File: config.mk
export PLATFORM = sky130hd
export DESIGN_NAME = pong_input_cond
export DESIGN_NICKNAME = d
export VERILOG_FILES = /design/src/rtl/pong_input_pkg.sv /design/src/rtl/btn_debounce.sv /design/src/rtl/pong_input_cond.sv
export SDC_FILE = /design/constraint.sdc
export NUM_CORES = 1
export LEC_CHECK = 0
export BUFFER_PORTS_ARGS = -buffer_cell sky130_fd_sc_hd__buf_4
export CAP_MARGIN = 25
export CORE_MARGIN = 5
export CORE_UTILIZATION = 45
export CTS_CLUSTER_DIAMETER = 60
export DETAILED_ROUTE_END_ITERATION = 6
export PLACE_DENSITY = 0.6
export SYNTH_ARGS = -nofsm -noshare
export SYNTH_HDL_FRONTEND = slang
export SYNTH_HIERARCHICAL = 1
export SYNTH_SLANG_ARGS = --single-unit
File: constraint.sdc
create_clock -name iCLK -period 2.8 [get_ports iCLK]
set_input_delay 0.14 -clock iCLK [delete_from_list [all_inputs] [get_ports iCLK]]
set_output_delay 0.14 -clock iCLK [all_outputs]
set_load 0.01 [all_outputs]
File: src/rtl/pong_input_pkg.sv
// pong_input_pkg: shared types and constants for the Pong button conditioner.
package pong_input_pkg;
    typedef enum logic [1:0] {REL, REL_CHK, PRS, PRS_CHK} db_state_e;
    localparam int DB_CNT_W = 24;
    localparam logic [1:0] DIR_HOLD = 2'b00;
    localparam logic [1:0] DIR_UP = 2'b01;
    localparam logic [1:0] DIR_DN = 2'b10;
    localparam int BTN_P1_UP = 0;
    localparam int BTN_P1_DN = 1;
    localparam int BTN_P2_UP = 2;
    localparam int BTN_P2_DN = 3;
    function automatic logic [1:0] resolve_dir(input logic up, input logic dn);
        return (up == dn) ? DIR_HOLD : up ? DIR_UP : DIR_DN;
    endfunction
endpackage

File: src/rtl/btn_debounce.sv
// btn_debounce: one button channel - two-flop synchroniser, debounce FSM and
// press/release pulses.
module btn_debounce
    import pong_input_pkg::*;
#(
    parameter int DB_CYCLES = 600000
) (
    input  logic clk,
    input  logic rst_n,
    input  logic pressed,
    output logic level,
    output logic press_pulse,
    output logic release_pulse
);
    localparam logic [DB_CNT_W-1:0] CNT_LAST = DB_CNT_W'(DB_CYCLES - 2);
    logic [1:0] sync;
    logic s, done, press_nxt, release_nxt;
    db_state_e state, state_nxt;
    logic [DB_CNT_W-1:0] cnt, cnt_nxt;
    assign s = sync[1];
    assign done = cnt == CNT_LAST;
    always_ff @(posedge clk) begin
        if (!rst_n) begin
            sync <= '0;
            state <= REL;
            cnt <= '0;
            press_pulse <= 1'b0;
            release_pulse <= 1'b0;
        end else begin
            sync <= {sync[0], pressed};
            state <= state_nxt;
            cnt <= cnt_nxt;
            press_pulse <= press_nxt;
            release_pulse <= release_nxt;
        end
    end
    // Any bounce inside a check window drops back and restarts the count from zero.
    always_comb begin
        state_nxt = state;
        cnt_nxt = '0;
        unique case (state)
            REL:     state_nxt = s ? REL_CHK : REL;
            REL_CHK: begin
                state_nxt = !s ? REL : done ? PRS : REL_CHK;
                cnt_nxt = (s && !done) ? cnt + 1'b1 : '0;
            end
            PRS:     state_nxt = s ? PRS : PRS_CHK;
            PRS_CHK: begin
                state_nxt = s ? PRS : done ? REL : PRS_CHK;
                cnt_nxt = (!s && !done) ? cnt + 1'b1 : '0;
            end
        endcase
    end
    always_comb begin
        level = (state == PRS) || (state == PRS_CHK);
        press_nxt = (state == REL_CHK) && s && done;
        release_nxt = (state == PRS_CHK) && !s && done;
    end
endmodule

File: src/rtl/pong_input_cond.sv
// pong_input_cond: conditions the four raw player buttons into debounced levels,
// edge pulses and one frame-stable paddle direction per player.
module pong_input_cond
    import pong_input_pkg::*;
#(
    parameter int DB_CYCLES = 600000,
    parameter bit ACTIVE_LOW = 1'b1
) (
    input  logic       iCLK,
    input  logic       iRESETn,
    input  logic [3:0] iBTN_RAW,
    input  logic       iFRAME_TICK,
    output logic [3:0] oLEVEL,
    output logic [3:0] oPRESS,
    output logic [3:0] oRELEASE,
    output logic [1:0] oP1_DIR,
    output logic [1:0] oP2_DIR
);
    logic [3:0] pressed, seen, req;
    assign pressed = iBTN_RAW ^ {4{ACTIVE_LOW}};
    for (genvar i = 0; i < 4; i++) begin : g_ch
        btn_debounce #(.DB_CYCLES(DB_CYCLES)) u_db (
            .clk(iCLK),
            .rst_n(iRESETn),
            .pressed(pressed[i]),
            .level(oLEVEL[i]),
            .press_pulse(oPRESS[i]),
            .release_pulse(oRELEASE[i])
        );
    end
    // seen keeps short presses that were released before the frame tick.
    assign req = oLEVEL | seen;
    always_ff @(posedge iCLK) begin
        if (!iRESETn) begin
            seen <= '0;
            oP1_DIR <= DIR_HOLD;
            oP2_DIR <= DIR_HOLD;
        end else if (iFRAME_TICK) begin
            seen <= '0;
            oP1_DIR <= resolve_dir(req[BTN_P1_UP], req[BTN_P1_DN]);
            oP2_DIR <= resolve_dir(req[BTN_P2_UP], req[BTN_P2_DN]);
        end else begin
            seen <= seen | oPRESS;
        end
    end
endmodule
==> flow_summary.json, run 1 <==
{
  "gr-usage-all-layers_pct": 17.2,
  "yosys.area.top_type_share_pct": 43.8,
  "grt_setup_unrepaired": "no",
  "leakagePower_nw": 2.09,
  "min_period_over_period_pct": 80.9,
  "wire_length_of_the_first_global_routing_pass_um": 20900,
  "dp.cells": 844,
  "layout_min_cycle_time_ns": 2.26,
  "p_per_area_nw_per_um2": 633,
  "post-layout-total-power_mw": 4.33,
  "gp_weighted_congestion": 0.817,
  "distinct_cell_type_count_of_the_synthesized_netlist": 41,
  "num_antenna_cells": 0,
  "htree_num_levels": 4,
  "clkLatencyLatePin_ns": 0.41,
  "hold_viol_final": 0,
  "netlist.top_cell.by_area": "sky130_fd_sc_hd__dfxtp_1",
  "drive_gt1_share_pct": 13.6,
  "ys.flop_type": "sky130_fd_sc_hd__dfxtp_1",
  "critical_path_required_ns": 3.14,
  "numPortBuffers": 22,
  "route.antenna.remaining_nets": 0,
  "worstPathMaxFanout": 10,
  "drt_drc_violations_left": 0,
  "post_drt_via_cell_ratio": 5.38,
  "nets_in_the_synthesized_netlist": 681,
  "slew_headroom_pct": 53.8,
  "postCtsResizedCells": 0,
  "post_synth_edffs": 0,
  "synth_area_um2": 5850,
  "clock_tree_from_tritoncts": "done",
  "final_cells": 877,
  "area.growth.synth_to_final_pct": 16.8,
  "ctsLongestPathBuffers": 2,
  "setup_viol": 0,
  "critPathKind": "reg2reg",
  "grt_start_max_net_pins": 31,
  "max_cap_viol_count": 0,
  "maxClockFrequency_mhz": 442,
  "floorplan.die.height_um": 124,
  "routed_wire_per_std_cell_um": 13.8,
  "worst-endpoint-arrival_ns": 2.61,
  "grt_overflow_total": 0,
  "irDropWorstVdd_mv": 0.415,
  "slew_viol_final": 0,
  "yosysWarningCount": 6,
  "floorplan.initialDensity_pct": 46.2,
  "clk_pin_slew_ns": 0.06,
  "vias": 4715,
  "syn_avg_cell_area_um2": 8.78,
  "core.rowCount": 41,
  "dieArea_um2": 15400,
  "instance_count_of_the_mapped_netlist": 666,
  "synth.yosys.seq_area_share_pct": 43.8,
  "num-nets-final": 707,
  "n_fill_cell": 1187,
  "wirelength_um": 12100,
  "tightest_slew_ns": 0.688,
  "timing.critical_path.to_type": "flip-flop",
  "synth.area.top_cells": "sky130_fd_sc_hd__dfxtp_1 44%, sky130_fd_sc_hd__nor2_1 4.9%, sky130_fd_sc_hd__xnor2_1 4.8%",
  "floorplan.core_area_um2": 12700,
  "die_w_um": 124,
  "drt_iter0_drc": 333,
  "cts_made_buffers": 17,
  "boundaryPins": 23,
  "start_kind": "flip-flop",
  "asyncSetResetFlopFracSynth_pct": 0,
  "totalNegativeSetupSlack_ns": 0,
  "yosys_register_bits": 128,
  "number_of_sinks_driven_by_the_clock_tree": 128,
  "hpwlAfterDp_um": 8630,
  "first_pass_iters": 5,
  "run_status": "completed",
  "timing.hold.worst.class": "in2reg",
  "number_of_antenna_violations_at_the_first_check_in_global_routing": 0,
  "clock-skew-final_ns": 0.00443,
  "clock_root_cell": "sky130_fd_sc_hd__clkbuf_16",
  "grt_pass1_vias": 4592,
  "post-cts-setup-buffer-count": 0
}
[through the flow]
step / setup WS, ns / hold slack (ns) / utilization, % / instance area, um^2
3_5_place_dp: 0.532 / 0.426 / 48.6 / 6160
2_1_floorplan: 0.775 / 0.262 / - / 5850
4_1_cts: 0.537 / 0.00116 / 53.9 / 6830
3_3_place_gp: 0.643 / 0.418 / 48.6 / 6160
5_1_grt: 0.382 / 0.00535 / 53.9 / 6830
6_report: 0.536 / 0.0108 / 53.9 / 6830
[placed cells by master, fill, tap and decap left out, types with 2 or more instances in the layout]
cell and instances:
sky130_fd_sc_hd__nand3_4 4, sky130_fd_sc_hd__xnor2_1 32, sky130_fd_sc_hd__nor2_1 76, sky130_fd_sc_hd__nor4b_1 4
sky130_fd_sc_hd__clkinv_2 7, sky130_fd_sc_hd__ha_1 8, sky130_fd_sc_hd__and2_1 12, sky130_fd_sc_hd__o41ai_2 2
sky130_fd_sc_hd__clkbuf_16 17, sky130_fd_sc_hd__nand4_1 20, sky130_fd_sc_hd__or3_2 4, sky130_fd_sc_hd__or4_1 16
sky130_fd_sc_hd__and4_2 8, sky130_fd_sc_hd__nand3b_1 4, sky130_fd_sc_hd__nor3b_1 4, sky130_fd_sc_hd__bufinv_16 6
sky130_fd_sc_hd__o21ba_2 4, sky130_fd_sc_hd__a21oi_1 36, sky130_fd_sc_hd__a21boi_0 4, sky130_fd_sc_hd__nand3_2 4
sky130_fd_sc_hd__nor4bb_1 8, sky130_fd_sc_hd__dfxtp_1 128, sky130_fd_sc_hd__mux2i_1 4, sky130_fd_sc_hd__buf_4 30
sky130_fd_sc_hd__o31ai_1 12, sky130_fd_sc_hd__or2_2 8, sky130_fd_sc_hd__and3_1 12, sky130_fd_sc_hd__o21ai_1 4
sky130_fd_sc_hd__nand2_1 60, sky130_fd_sc_hd__o21ai_0 24, sky130_fd_sc_hd__xor2_1 20, sky130_fd_sc_hd__and4_1 16
sky130_fd_sc_hd__or4b_1 4, sky130_fd_sc_hd__nor3_1 16, sky130_fd_sc_hd__o41ai_1 2, sky130_fd_sc_hd__nand3_1 24
sky130_fd_sc_hd__or3_1 16, sky130_fd_sc_hd__inv_1 24, sky130_fd_sc_hd__nor4_1 16
[cell type report]
class                   count  area, um^2  area share (%)
multi-input cells         490        3070            44.9
flip-flops and latches    128        2560            37.5
clock buffers              19         443            6.48
repair buffers             31         235            3.44
clock inverters            13         215            3.15
well taps                 172         215            3.15
inverters                  24        90.1            1.32
[sequential cells by signal (all words and copies together), names as in the netlist]
| register | count |
|---|---|
| oP1_DIR | 2 |
| oP2_DIR | 2 |
| g_ch.u_db/sync | 8 |
| g_ch.u_db/press_pulse | 4 |
| seen | 4 |
| g_ch.u_db/release_pulse | 4 |
| g_ch.u_db/state | 8 |
| g_ch.u_db/cnt | 96 |
[critical path, stage by stage (launching register included)]
cell and delay (ns):
sky130_fd_sc_hd__dfxtp_1 0.41, sky130_fd_sc_hd__ha_1 0.24, sky130_fd_sc_hd__nand3_2 0.15, sky130_fd_sc_hd__or4_1 0.70, sky130_fd_sc_hd__or4b_1 0.56, sky130_fd_sc_hd__a21oi_1 0.15
[cells in the mapped netlist (4+ instances only)]
cell type	count
sky130_fd_sc_hd__a21boi_0	4
sky130_fd_sc_hd__a21oi_1	36
sky130_fd_sc_hd__and2_1	12
sky130_fd_sc_hd__and3_1	12
sky130_fd_sc_hd__and4_1	16
sky130_fd_sc_hd__and4_2	8
sky130_fd_sc_hd__buf_1	4
sky130_fd_sc_hd__buf_2	4
sky130_fd_sc_hd__buf_6	4
sky130_fd_sc_hd__clkbuf_1	12
sky130_fd_sc_hd__dfxtp_1	128
sky130_fd_sc_hd__ha_1	8
sky130_fd_sc_hd__inv_1	24
sky130_fd_sc_hd__mux2i_1	4
sky130_fd_sc_hd__nand2_1	60
sky130_fd_sc_hd__nand3_1	24
sky130_fd_sc_hd__nand3_2	4
sky130_fd_sc_hd__nand3_4	4
sky130_fd_sc_hd__nand3b_1	4
sky130_fd_sc_hd__nand4_1	20
sky130_fd_sc_hd__nor2_1	76
sky130_fd_sc_hd__nor3_1	16
sky130_fd_sc_hd__nor3b_1	4
sky130_fd_sc_hd__nor4_1	16
sky130_fd_sc_hd__nor4b_1	4
sky130_fd_sc_hd__nor4bb_1	8
sky130_fd_sc_hd__o21ai_0	24
sky130_fd_sc_hd__o21ai_1	4
sky130_fd_sc_hd__o21ba_2	4
sky130_fd_sc_hd__o31ai_1	12
sky130_fd_sc_hd__or2_2	8
sky130_fd_sc_hd__or3_1	16
sky130_fd_sc_hd__or3_2	4
sky130_fd_sc_hd__or4_1	16
sky130_fd_sc_hd__or4b_1	4
sky130_fd_sc_hd__xnor2_1	32
sky130_fd_sc_hd__xor2_1	20
[report_power, final]
part / internal [mW] / leakage, nW / switching [mW]
clock network: 1.68 / 0.330 / 0.780
registers: 1.83 / 1.03 / 0.00406
logic: 0.0154 / 0.723 / 0.0167
[layer usage]
metal	track usage (%)	share of wire (%)	vias up
met5	0	0	-
met4	6.64	1.3	0
met3	4.22	2.6	14
met2	29.8	50	57
met1	20.5	46	2209
li1	-	-	2435
[what timing repair did]
item | in CTS | in global routing
hold buffers | 1 | 0
hold endpoints to repair | 1 | 0
endpoints found under the setup margin | 0 | 0
[worst paths after layout]
kind	start	end	depth (start not counted)	slack (ns)
max	g_ch[0].u_db/cnt[0]$_SDFF_PN0_	g_ch[0].u_db/cnt[20]$_SDFF_PN0_	5	0.54
min	iBTN_RAW[1]	g_ch[1].u_db/sync[0]$_SDFF_PN0_	3	0.01
max reg2reg	g_ch[0].u_db/cnt[0]$_SDFF_PN0_	g_ch[0].u_db/cnt[20]$_SDFF_PN0_	5	0.54
min reg2reg	g_ch[3].u_db/sync[0]$_SDFF_PN0_	g_ch[3].u_db/sync[1]$_SDFF_PN0_	1	0.44
[logic make-up after synthesis]
kind of cell | synth area share (%)
buf+inv | 3.68
simple gates | 33.2
flops | 43.8
fa+ha+maj | 1.71
compound gates | 9.07
xor+xnor | 7.79
mux | 0.685
No activity file was read; power rests on OpenSTA's default activity.
==> run 2: changes to the inputs <==
Settings changed: PLACE_DENSITY 0.6 to 0.62.
Clock period 2.8 ns to 2 ns, I/O delays scaled along.
==> flow_summary.json, run 2 (synthesized netlist as in run 1, its figures left out) <==
{
  "run_status": "completed",
  "first_pass_iters": 4,
  "final.setup.worst_slack_ns": 0.00439,
  "floorplan.initialDensity_pct": 46.2,
  "routed_wire_per_std_cell_um": 13.6,
  "post_drt_via_cell_ratio": 5.31,
  "largest_register_ff_count": 96,
  "critPathKind": "reg2reg",
  "stdcell_area_um2": 7270,
  "die_w_um": 124,
  "maxClockFrequency_mhz": 501,
  "drt_iter0_drc": 297,
  "irDropWorstVdd_mv": 0.624,
  "most_frequent_cells_in_the_layout": "124 x sky130_fd_sc_hd__dfxtp_1, 79 x sky130_fd_sc_hd__buf_4, 76 x sky130_fd_sc_hd__nor2_1",
  "clock-skew-final_ns": 0.00744,
  "numPortBuffers": 22,
  "setup_viol": 0,
  "combinationalPowerShare_pct": 0.9,
  "largestRegisters": "g_ch.u_db/cnt x96, g_ch.u_db/state x8, g_ch.u_db/sync x8",
  "timing.critical_path.to_type": "flip-flop",
  "totalNegativeSetupSlack_ns": 0,
  "share_clk_of_total_power_pct": 55.3,
  "ctsLongestPathBuffers": 2,
  "area.growth.synth_to_final_pct": 24.3,
  "hold_viol_final": 0,
  "p_sw_share_pct": 19.2,
  "top_layer_used": "met4",
  "most_common_library_cell_in_the_layout_ignoring_fill_and_taps": "sky130_fd_sc_hd__dfxtp_1",
  "slew_viol_final": 0,
  "drt_drc_violations_left": 0,
  "route.antenna.remaining_nets": 0,
  "final_cells": 930,
  "clock_tree_from_tritoncts": "done",
  "leakagePower_nw": 2.32,
  "grt_start_max_net_pins": 31,
  "worst-endpoint-arrival_ns": 2.26,
  "dr_wl_met2_um": 6380,
  "area_after_dpl_um2": 6550,
  "clock_root_cell": "sky130_fd_sc_hd__clkbuf_16",
  "num_antenna_cells": 0,
  "floorplan.die.height_um": 124,
  "dp.cells": 893,
  "tightest_slew_ns": 0.470,
  "gp_weighted_congestion": 0.792,
  "vias": 4934,
  "critical_path_required_ns": 2.27,
  "number_of_sinks_driven_by_the_clock_tree": 128,
  "p_per_area_nw_per_um2": 806,
  "start_kind": "flip-flop",
  "core.rowCount": 41,
  "cts_made_buffers": 17,
  "htree_num_levels": 4,
  "wirelength_um": 12600,
  "cellInternalPower_mw": 4.73,
  "netSwitchingPower_mw": 1.13,
  "power_frac_seq_pct": 43.8,
  "post-route-util_pct": 57.4,
  "floorplan.core_area_um2": 12700,
  "top_register": "g_ch.u_db/cnt",
  "gr-usage-all-layers_pct": 17.8,
  "place_ws_ns": -0.0513,
  "boundaryPins": 23,
  "min_period_over_period_pct": 99.8,
  "post-cts-setup-buffer-count": 0,
  "grt_pass1_vias": 4819,
  "slew_headroom_pct": 68.3,
  "layout_min_cycle_time_ns": 2.00,
  "num-nets-final": 760,
  "worstPathMaxFanout": 5,
  "timing.hold.worst.class": "in2reg",
  "clkLatencyLatePin_ns": 0.42,
  "grt_overflow_total": 0,
  "drive_gt1_share_pct": 21.2,
  "routedLengthMet1_um": 5770,
  "hpwlAfterDp_um": 9190,
  "detailroute.wirelength.met3_um": 286,
  "max_cap_viol_count": 0,
  "clk_pin_slew_ns": 0.05,
  "grt_setup_unrepaired": "yes",
  "wire_length_of_the_first_global_routing_pass_um": 21900,
  "dieArea_um2": 15400,
  "number_of_antenna_violations_at_the_first_check_in_global_routing": 0
}
run 2: critical path, stage by stage, from the launching register on:
cell	delay [ns]
sky130_fd_sc_hd__dfxtp_2	0.32
sky130_fd_sc_hd__buf_4	0.14
sky130_fd_sc_hd__inv_1	0.05
sky130_fd_sc_hd__ha_1	0.16
sky130_fd_sc_hd__nor4bb_2	0.34
sky130_fd_sc_hd__nand4_1	0.16
sky130_fd_sc_hd__or2_2	0.33
sky130_fd_sc_hd__nor4_1	0.35
run 2: metal layers:
layer	GRT usage (%)	up-vias
li1	-	2538
met4	7.53	0
met3	3.72	20
met1	21.2	2332
met5	0	-
met2	31.1	44
run 2: what timing repair did:
item	CTS	global route
pin swaps	0	4
endpoints found under the hold margin	6	0
hold buffers	5	0
resized for setup	3	7
endpoints found under the setup margin	6	54
run 2: stage by stage:
step	power [mW]	hold WS, ns
6_report	5.86	0.0922
3_5_place_dp	2.67	0.379
2_1_floorplan	2.64	0.222
3_3_place_gp	2.66	0.377
4_1_cts	5.93	0.0810
5_1_grt	6.06	0.103
run 2: area by class of cell:
| class | count | area [um^2] |
|---|---|---|
| sequential | 128 | 2570 |
| clock inverter | 10 | 159 |
| inverter | 24 | 90.1 |
| tap | 172 | 215 |
| multi-input combinational | 490 | 3130 |
| fill | 1149 | 5400 |
| timing repair buffer | 84 | 643 |
| clock buffer | 22 | 464 |
run 2: final timing paths:
path	from	endpoint	slack, ns	cells past startpoint
worst max-delay path	g_ch[0].u_db/cnt[0]$_SDFF_PN0_	g_ch[0].u_db/release_pulse$_SDFF_PN0_	0.004	7
worst min-delay path	iRESETn	g_ch[3].u_db/state[1]$_SDFF_PN0_	0.09	3
worst max register to register	g_ch[0].u_db/cnt[0]$_SDFF_PN0_	g_ch[0].u_db/release_pulse$_SDFF_PN0_	0.004	7
worst min register to register	g_ch[0].u_db/sync[0]$_SDFF_PN0_	g_ch[0].u_db/sync[1]$_SDFF_PN0_	0.43	1
run 2: power by group through the flow:
| stage | combinational, mW | clock (mW) | sequential, mW |
|---|---|---|---|
| 3_3_place_gp | 0.0430 | 0 | 2.62 |
| 4_1_cts | 0.0528 | 3.31 | 2.57 |
| 6_report | 0.0519 | 3.24 | 2.57 |
| 3_5_place_dp | 0.0447 | 0 | 2.62 |
| 5_1_grt | 0.0590 | 3.43 | 2.57 |
| 2_1_floorplan | 0.0215 | 0 | 2.62 |
